<file path="src/rtl/tdm_pkg.sv">
// Shared TDM definitions for the serializer and demultiplexer.
// Lane defaults, slot-width helper and the alignment state type.
package tdm_pkg;

  localparam int DEF_NCH   = 4;
  localparam int DEF_WIDTH = 1;

  typedef enum logic {
    HUNT = 1'b0,
    LOCK = 1'b1
  } state_t;

  function automatic int slot_w(input int n);
    return (n < 2) ? 1 : $clog2(n);
  endfunction

endpackage

</file>
<file path="src/rtl/tdm_slot_counter.sv">
// Wrapping slot counter for the TDM lane.
// Clear wins over load-to-1, load wins over increment.
module tdm_slot_counter #(
  parameter int SW = 2
) (
  input  logic          clk,
  input  logic          rst,
  input  logic          clr,
  input  logic          load1,
  input  logic          inc,
  output logic [SW-1:0] cnt
);

  // Slot index register; increment wraps naturally at 2**SW.
  always_ff @(posedge clk) begin
    if (rst || clr) begin
      cnt <= '0;
    end else if (load1) begin
      cnt <= SW'(1);
    end else if (inc) begin
      cnt <= cnt + SW'(1);
    end
  end

endmodule

</file>
<file path="src/rtl/tdm_demux4.sv">
// Receive-side TDM demultiplexer: slot alignment on Sync,
// shadow assembly and a registered parallel frame output.
module tdm_demux4
  import tdm_pkg::*;
#(
  parameter int WIDTH = DEF_WIDTH,
  parameter int NCH   = DEF_NCH
) (
  input  logic                  clk,
  input  logic                  rst,
  input  logic [WIDTH-1:0]      In,
  input  logic                  In_valid,
  input  logic                  Sync,
  output logic [NCH*WIDTH-1:0]  Out,
  output logic                  Out_valid,
  output logic [slot_w(NCH)-1:0] Sel,
  output logic                  Locked,
  output logic                  Err
);

  localparam int SW = slot_w(NCH);
  localparam logic [SW-1:0] LAST = SW'(NCH - 1);

  state_t           state;
  logic [SW-1:0]    cnt;
  logic [WIDTH-1:0] shadow [NCH];

  logic c_clr;
  logic c_load;
  logic c_inc;
  logic in_lock;

  assign in_lock = In_valid && (state == LOCK);

  // Any accepted Sync starts a frame; a locked non-sync sample either
  // advances the slot or, at slot 0, drops the lock.
  assign c_load = In_valid && Sync;
  assign c_clr  = in_lock && !Sync && (cnt == '0);
  assign c_inc  = in_lock && !Sync && (cnt != '0);

  tdm_slot_counter #(
    .SW(SW)
  ) u_cnt (
    .clk  (clk),
    .rst  (rst),
    .clr  (c_clr),
    .load1(c_load),
    .inc  (c_inc),
    .cnt  (cnt)
  );

  assign Sel = cnt;

  // Alignment FSM with shadow buffer and registered frame/pulse outputs.
  always_ff @(posedge clk) begin
    if (rst) begin
      state     <= HUNT;
      Locked    <= 1'b0;
      Out_valid <= 1'b0;
      Err       <= 1'b0;
      Out       <= '0;
      for (int k = 0; k < NCH; k++) begin
        shadow[k] <= '0;
      end
    end else begin
      Out_valid <= 1'b0;
      Err       <= 1'b0;
      if (In_valid) begin
        unique case (state)
          HUNT: begin
            if (Sync) begin
              shadow[0] <= In;
              state     <= LOCK;
              Locked    <= 1'b1;
            end
          end
          LOCK: begin
            if (Sync) begin
              shadow[0] <= In;
              if (cnt != '0) begin
                Err <= 1'b1;
              end
            end else if (cnt == '0) begin
              Err    <= 1'b1;
              state  <= HUNT;
              Locked <= 1'b0;
            end else if (cnt == LAST) begin
              for (int k = 0; k < NCH - 1; k++) begin
                Out[k*WIDTH +: WIDTH] <= shadow[k];
              end
              Out[(NCH-1)*WIDTH +: WIDTH] <= In;
              Out_valid <= 1'b1;
            end else begin
              shadow[cnt] <= In;
            end
          end
          default: begin
            state  <= HUNT;
            Locked <= 1'b0;
          end
        endcase
      end
    end
  end

endmodule
</file>
<file path="config.mk">
export PLATFORM = sky130hd
export DESIGN_NAME = tdm_demux4
export DESIGN_NICKNAME = d
export VERILOG_FILES = /design/src/rtl/tdm_pkg.sv /design/src/rtl/tdm_slot_counter.sv /design/src/rtl/tdm_demux4.sv
export SDC_FILE = /design/constraint.sdc
export NUM_CORES = 1
export LEC_CHECK = 0
export BUFFER_PORTS_ARGS = -buffer_cell sky130_fd_sc_hd__buf_4
export CAP_MARGIN = 20
export CORE_MARGIN = 3
export CORE_UTILIZATION = 47
export DETAILED_ROUTE_END_ITERATION = 7
export PLACE_DENSITY = 0.7
export RECOVER_POWER = 100
export SYNTH_ARGS = -nofsm -noshare
export SYNTH_HDL_FRONTEND = slang
export SYNTH_SLANG_ARGS = --single-unit
</file>
<file path="constraint.sdc">
create_clock -name clk -period 3.9 [get_ports clk]
set_input_delay 0.39 -clock clk [delete_from_list [all_inputs] [get_ports clk]]
set_output_delay 0.39 -clock clk [all_outputs]
set_load 0.05 [all_outputs]
</file>
==> impl_metrics.toml, run 1 <==
[timing]
post-route-min-period_ns = 1.615
skew_ns = 0.004275
max_freq_mhz = 619.3
tightestPinTransition_ns = 0.6034
slew-limit-headroom_pct = 59.94
setup-tns-final_ns = 0
slew_violations = 0
finalCritPeriodShare_pct = 41.41
grt_setup_unrepaired = "false"
hold_viol_final = 0
setup_viol = 0

[routing]
wl_per_cell_um = 12.59
viasPerCell = 5.126
drc = 0
vias = 487
firstDrtPassIters = 3
ant_nets = 0
drt_iter0_markers = 10
finalWirelength_um = 1196

[logic_synthesis]
synth.yosys.warnings = 0
synth_xor_area_share_pct = 0
synth-compound-area-share_pct = 15.04
synth_nets = 76
netlist_instances = 67
synth-seq-area-share_pct = 41.06
yosys_register_bits = 13
synth.area.mux_share_pct = 5.664
syn_avg_cell_area_um2 = 10.55
synth_cell_types = 27
synthSimpleGateAreaFrac_pct = 23.89
netlist_area_um2 = 706.9
synth_adder_area_share_pct = 7.080
synth_top_family_by_area = "simple AND/OR/NAND/NOR gates"

[setup_path]
timing.reg2reg.setup_slack_ns = 2.29
worstPathRequired_ns = 4.10
worstPathMaxFanout = 8
crit_type = "reg -> reg"
worst-path-buf-inv = 2
reg2reg_to = "Out[2]$_SDFFE_PP0P_"
r2r_cells = 6
critPathLaunch = "u_cnt.cnt[0]$_SDFFE_PP0P_"
worst_setup_path_end_kind = "flop"
slowest_stage = "dfxtp_1"
critPathLaunchType = "flop"
worstPathCellList = "inv_1 > ha_1 > inv_1 > ha_1 > and4_1 > mux2i_1"
rr_startpoint = "u_cnt.cnt[0]$_SDFFE_PP0P_"
slowest_delay_ns = 0.45
path_delay_family = "flip-flops"
cp.arrival_ns = 1.81

[clock_tree]
clock_latency_ns = 0.27
cts.sinks = 13
root_buffer = "clkbuf_4"
postCtsSetupRepairBufs = 0
cts_tree = "done"
clockBufferDepth = 2
cts_made_buffers = 3
holdBufCountCts = 0
htreeDepth = 1
cts-resized-gates = 0
clk_pin_slew_ns = 0.08

[cells_and_area]
layout_common_cells = "11 x nand2b_1, 10 x dfxtp_1, 10 x clkbuf_1"
antenna_cells = 0
area_growth_pct = 8.142
final_nets = 90
final_common_cell = "nand2b_1"
drive_gt1_share_pct = 11.25
fin_cells = 95

[flow_run]
maxCapViolCount = 0

[global_route]
gr-total-overflow = 0
track_usage_pct = 14.17
grt_pass1_wl_um = 2035
grt_max_degree = 19
grt_pass1_vias = 445
antenna_found_initial = 0

[placed_design]
dp_hpwl_um = 827.2
port_buffers = 13
dpl.cell_count = 91
gp_congestion = 0.7260

[floorplanning]
fp.dieArea_mm2 = 0.002005
start_util_pct = 52.36
placementRows = 13
pin_count = 14
core_area_mm2 = 0.001350
die_h_um = 44.78
die_w_um = 44.78

[worst_hold_path]
hold_path_class = "in -> reg"
hold_end = "state$_SDFFE_PP0P_"
min_from = "rst"
min_path_cells = 2

[pwr]
powerDensity_mw_per_mm2 = 339.8
ir_drop_mv = 0.1914
power.leakage_nw = 0.2759

[outcome]
status = "completed"
## flip-flops by register name (all words and copies together) (netlist names)
| register | count |
|---|---|
| Out_valid | 1 |
| u_cnt.cnt | 2 |
| Out | 4 |
| Locked | 1 |
| state | 1 |
| shadow | 3 |
| Err | 1 |
## per-stage QoR
stage / power, mW / utilization (%) / hold slack, ns / area, um^2 / setup WS, ns
after floorplan: 0.1764 / - / 0.4906 / 706.9 / 2.065
after global placement: 0.1857 / 58.85 / 0.4641 / 794.5 / 2.367
after detailed placement: 0.1861 / 58.85 / 0.4644 / 794.5 / 2.319
after CTS: 0.2694 / 60.80 / 0.4021 / 820.8 / 2.288
after global routing: 0.2738 / 56.63 / 0.4041 / 764.5 / 2.105
final: 0.2598 / 56.63 / 0.4028 / 764.5 / 2.285
## logic make-up (layout without fill, tap and decap cells)
group                    count (synthesis)  count (layout)
AO/OA/AOI/OAI                           13              13
adder cells (fa/ha/maj)                  4               4
buffers and inverters                   10              23
flip-flops                              13              13
multiplexers                             4               4
AND/OR/NAND/NOR                         23              23
## per-layer routing
layer | part of all wire (%) | global-route usage [%] | routed length [um] | up-vias
met2 | 42 | 18.91 | 508 | 11
met3 | 6.0 | 4.781 | 72 | 2
met1 | 50 | 18.63 | 603 | 209
li1 | - | - | - | 265
met5 | 0 | 0 | 0 | -
met4 | 1.0 | 10.53 | 12 | 0
## worst reg2reg max path, delay by kind of cell, from the launching register on
family | cells | cell delay [ns]
mux | 1 | 0.21
flops | 1 | 0.45
fa+ha+maj | 2 | 0.40
simple gates | 1 | 0.33
buf+inv | 2 | 0.15
## how the worst max path moves through the flow
stage	end	depth (start not counted)	slack, ns
finish	Out[2]$_SDFFE_PP0P_	6	2.29
global route	Out[3]$_SDFFE_PP0P_	6	2.10
CTS	Out[2]$_SDFFE_PP0P_	6	2.29
detailed placement	Out[2]$_SDFFE_PP0P_	6	2.32
global placement	Out[2]$_SDFFE_PP0P_	6	2.37
floorplan	Out[3]$_SDFFE_PP0P_	7	2.07
## area by class of cell
cell class | count | area (um^2)
tap | 15 | 18.77
fill | 130 | 585.6
inverter | 6 | 22.52
multi-input combinational | 44 | 342.8
timing repair buffer | 13 | 63.81
sequential | 13 | 290.3
clock buffer | 4 | 26.28
## where the power goes
part           switching [mW]  leakage (nW)  internal (mW)
Sequential            0.00440         0.113          0.141
Clock                  0.0414        0.0150         0.0396
Combinational          0.0198         0.148         0.0133
Total                  0.0656         0.276          0.194
## cells in the mapped netlist, drive strengths merged
library cell   n  area (um^2)
and4           1        10.01
a21oi          3        15.01
a21bo          1        10.01
o32ai          1        16.27
nor3           3        15.01
inv            6        22.52
nand2          3        11.26
and4b          1        10.01
mux2i          4        40.04
nand2b        11        68.82
o21bai         2        15.01
a31oi          1        6.260
clkbuf         1        5.000
o21a           1        7.510
a2111oi        1        15.01
nand4b         1        23.77
o21ai          1        5.000
buf            3        23.77
dfxtp         10        200.2
edfxtp         3        90.09
a311oi         1        8.760
nand4bb        2        22.52
a211oi         1        7.510
ha             4        50.05
nor3b          1        7.510
Power figures use the tool's default switching activity.
==> run 2, diff against run 1 <==
--- a/config.mk
+++ b/config.mk
@@ -8,9 +8,9 @@
 export BUFFER_PORTS_ARGS = -buffer_cell sky130_fd_sc_hd__buf_4
 export CAP_MARGIN = 20
 export CORE_MARGIN = 3
-export CORE_UTILIZATION = 47
+export CORE_UTILIZATION = 46
 export DETAILED_ROUTE_END_ITERATION = 7
-export PLACE_DENSITY = 0.7
+export PLACE_DENSITY = 0.71
 export RECOVER_POWER = 100
 export SYNTH_ARGS = -nofsm -noshare
 export SYNTH_HDL_FRONTEND = slang
==> constraint.sdc (replaced) <==
create_clock -name clk -period 1.45 [get_ports clk]
set_input_delay 0.145 -clock clk [delete_from_list [all_inputs] [get_ports clk]]
set_output_delay 0.145 -clock clk [all_outputs]
set_load 0.05 [all_outputs]
==> run 2 against run 1 <==
Compared with the run above:
- first-iteration DRC count is 70% lower
- critical endpoint is now shadow[0]$_SDFFCE_PN0P_
- final cell count up 4.2%
- clock skew is 0.00081 ns lower
- critical path type unchanged
- critical path depth down 2
- wire length is 16% higher
==> impl_metrics.toml, run 2 (same netlist as run 1, synthesis figures left out) <==
[clock_tree]
clock_latency_ns = 0.27
holdBufCountCts = 0
cts_made_buffers = 3
cts.sinks = 13
clk_pin_slew_ns = 0.08
root_buffer = "clkbuf_4"
htreeDepth = 1
cts_tree = "done"
clockBufferDepth = 2

[timing]
max_freq_mhz = 716.2
post-route-min-period_ns = 1.396
slew_violations = 0
skew_ns = 0.003460
slew-limit-headroom_pct = 59.86
finalCritPeriodShare_pct = 96.29
grt_setup_unrepaired = "false"
layout_setup_ws_ns = 0.05382
hold_viol_final = 0
tightestPinTransition_ns = 0.6047
setup-tns-final_ns = 0
setup_viol = 0
whs_ns = 0.1469

[pwr]
power.leakage_nw = 0.3327
p_total_uw = 723.6
powerDensity_mw_per_mm2 = 875.0
ir_drop_mv = 0.3929

[cells_and_area]
largestRegisters = "Out: 4 flops, shadow: 3 flops, u_cnt.cnt: 2 flops"
top_register = "Out"
final_common_cell = "nand2b_1"
area_growth_pct = 16.99
drive_gt1_share_pct = 25.00
largest_register_ffs = 4
final_core_util_pct = 60.53
antenna_cells = 0
layout_common_cells = "11 x nand2b_1, 8 x dfxtp_1, 8 x clkbuf_1, 8 x buf_4"
final_nets = 94

[routing]
viasPerCell = 5.343
wl_met1_um = 613
drc = 0
wl_per_cell_um = 14.05
route.met2.wl_um = 673
finalWirelength_um = 1391
firstDrtPassIters = 4
drt_iter0_markers = 3
ant_nets = 0
routed.top_layer = "met4"
vias = 529
wl_met3_um = 80

[global_route]
track_usage_pct = 15.63
grt_max_degree = 19
grt_pass1_vias = 512
gr-total-overflow = 0
antenna_found_initial = 0
grt_pass1_wl_um = 2235

[floorplanning]
start_util_pct = 51.74
pin_count = 14
die_w_um = 45.20
placementRows = 13
fp.dieArea_mm2 = 0.002043
die_h_um = 45.20
core_area_mm2 = 0.001366

[flow_run]
maxCapViolCount = 0

[placed_design]
pre_cts_ws_ns = 0.03916
port_buffers = 13
gp_congestion = 0.6860
dp_hpwl_um = 946.4

[setup_path]
slowest_stage = "dfxtp_4"
worstPathCellList = "inv_2 > ha_4 > nand4bb_1 > o21ai_0"
worstPathRequired_ns = 1.41
worstPathMaxFanout = 5
slowest_delay_ns = 0.38
worst-path-buf-inv = 1
cp.arrival_ns = 1.36
crit_type = "reg -> reg"
critPathLaunchType = "flop"
path_delay_family = "flip-flops"
worst_setup_path_end_kind = "flop"

[outcome]
status = "completed"

[worst_hold_path]
hold_path_class = "in -> reg"
-- run 2: what timing repair did --
action / 4_1_cts / 5_1_grt
setup buffers: 0 / 3
endpoints found under the hold margin: 0 / 0
resized for setup: 0 / 1
setup endpoints to repair: 0 / 5
-- run 2: worst paths after layout --
kind              cells after the start                   endpoint                 startpoint  slack [ns]
setup reg to reg                      4    shadow[0]$_SDFFCE_PN0P_  u_cnt.cnt[1]$_SDFFE_PP0P_        0.05
hold / removal                        2  u_cnt.cnt[0]$_SDFFE_PP0P_                        rst        0.15
setup / recovery                      4    shadow[0]$_SDFFCE_PN0P_  u_cnt.cnt[1]$_SDFFE_PP0P_        0.05
hold reg to reg                       2        Out[2]$_SDFFE_PP0P_        Out[2]$_SDFFE_PP0P_        0.48
-- run 2: power breakdown --
group | total [mW] | switching (mW) | internal [mW]
sequential | 0.390 | 0.0115 | 0.378
clock | 0.224 | 0.118 | 0.107
combinational | 0.110 | 0.0611 | 0.0486
-- run 2: cell type report --
| cell class | count | area [um^2] |
|---|---|---|
| Tap cell | 15 | 18.77 |
| Multi-Input combinational cell | 44 | 365.4 |
| Inverter | 6 | 22.52 |
| Timing Repair Buffer | 17 | 96.34 |
| Sequential cell | 13 | 297.8 |
| Clock buffer | 4 | 26.28 |
| Fill cell | 131 | 539.3 |
-- run 2: metrics by stage --
| step | instances | cell area (um^2) |
|---|---|---|
| 5_1_grt | 99 | 827.0 |
| 3_3_place_gp | 92 | 822.0 |
| 3_5_place_dp | 92 | 822.0 |
| 2_1_floorplan | 67 | 735.7 |
| 4_1_cts | 96 | 848.3 |
| 6_report | 99 | 827.0 |
-- run 2: routing by layer --
layer / vias to the layer above / global-route usage [%]
met4: 0 / 8.772
met3: 4 / 3.586
met2: 15 / 25.99
met5: - / 0
li1: 271 / -
met1: 239 / 18.25
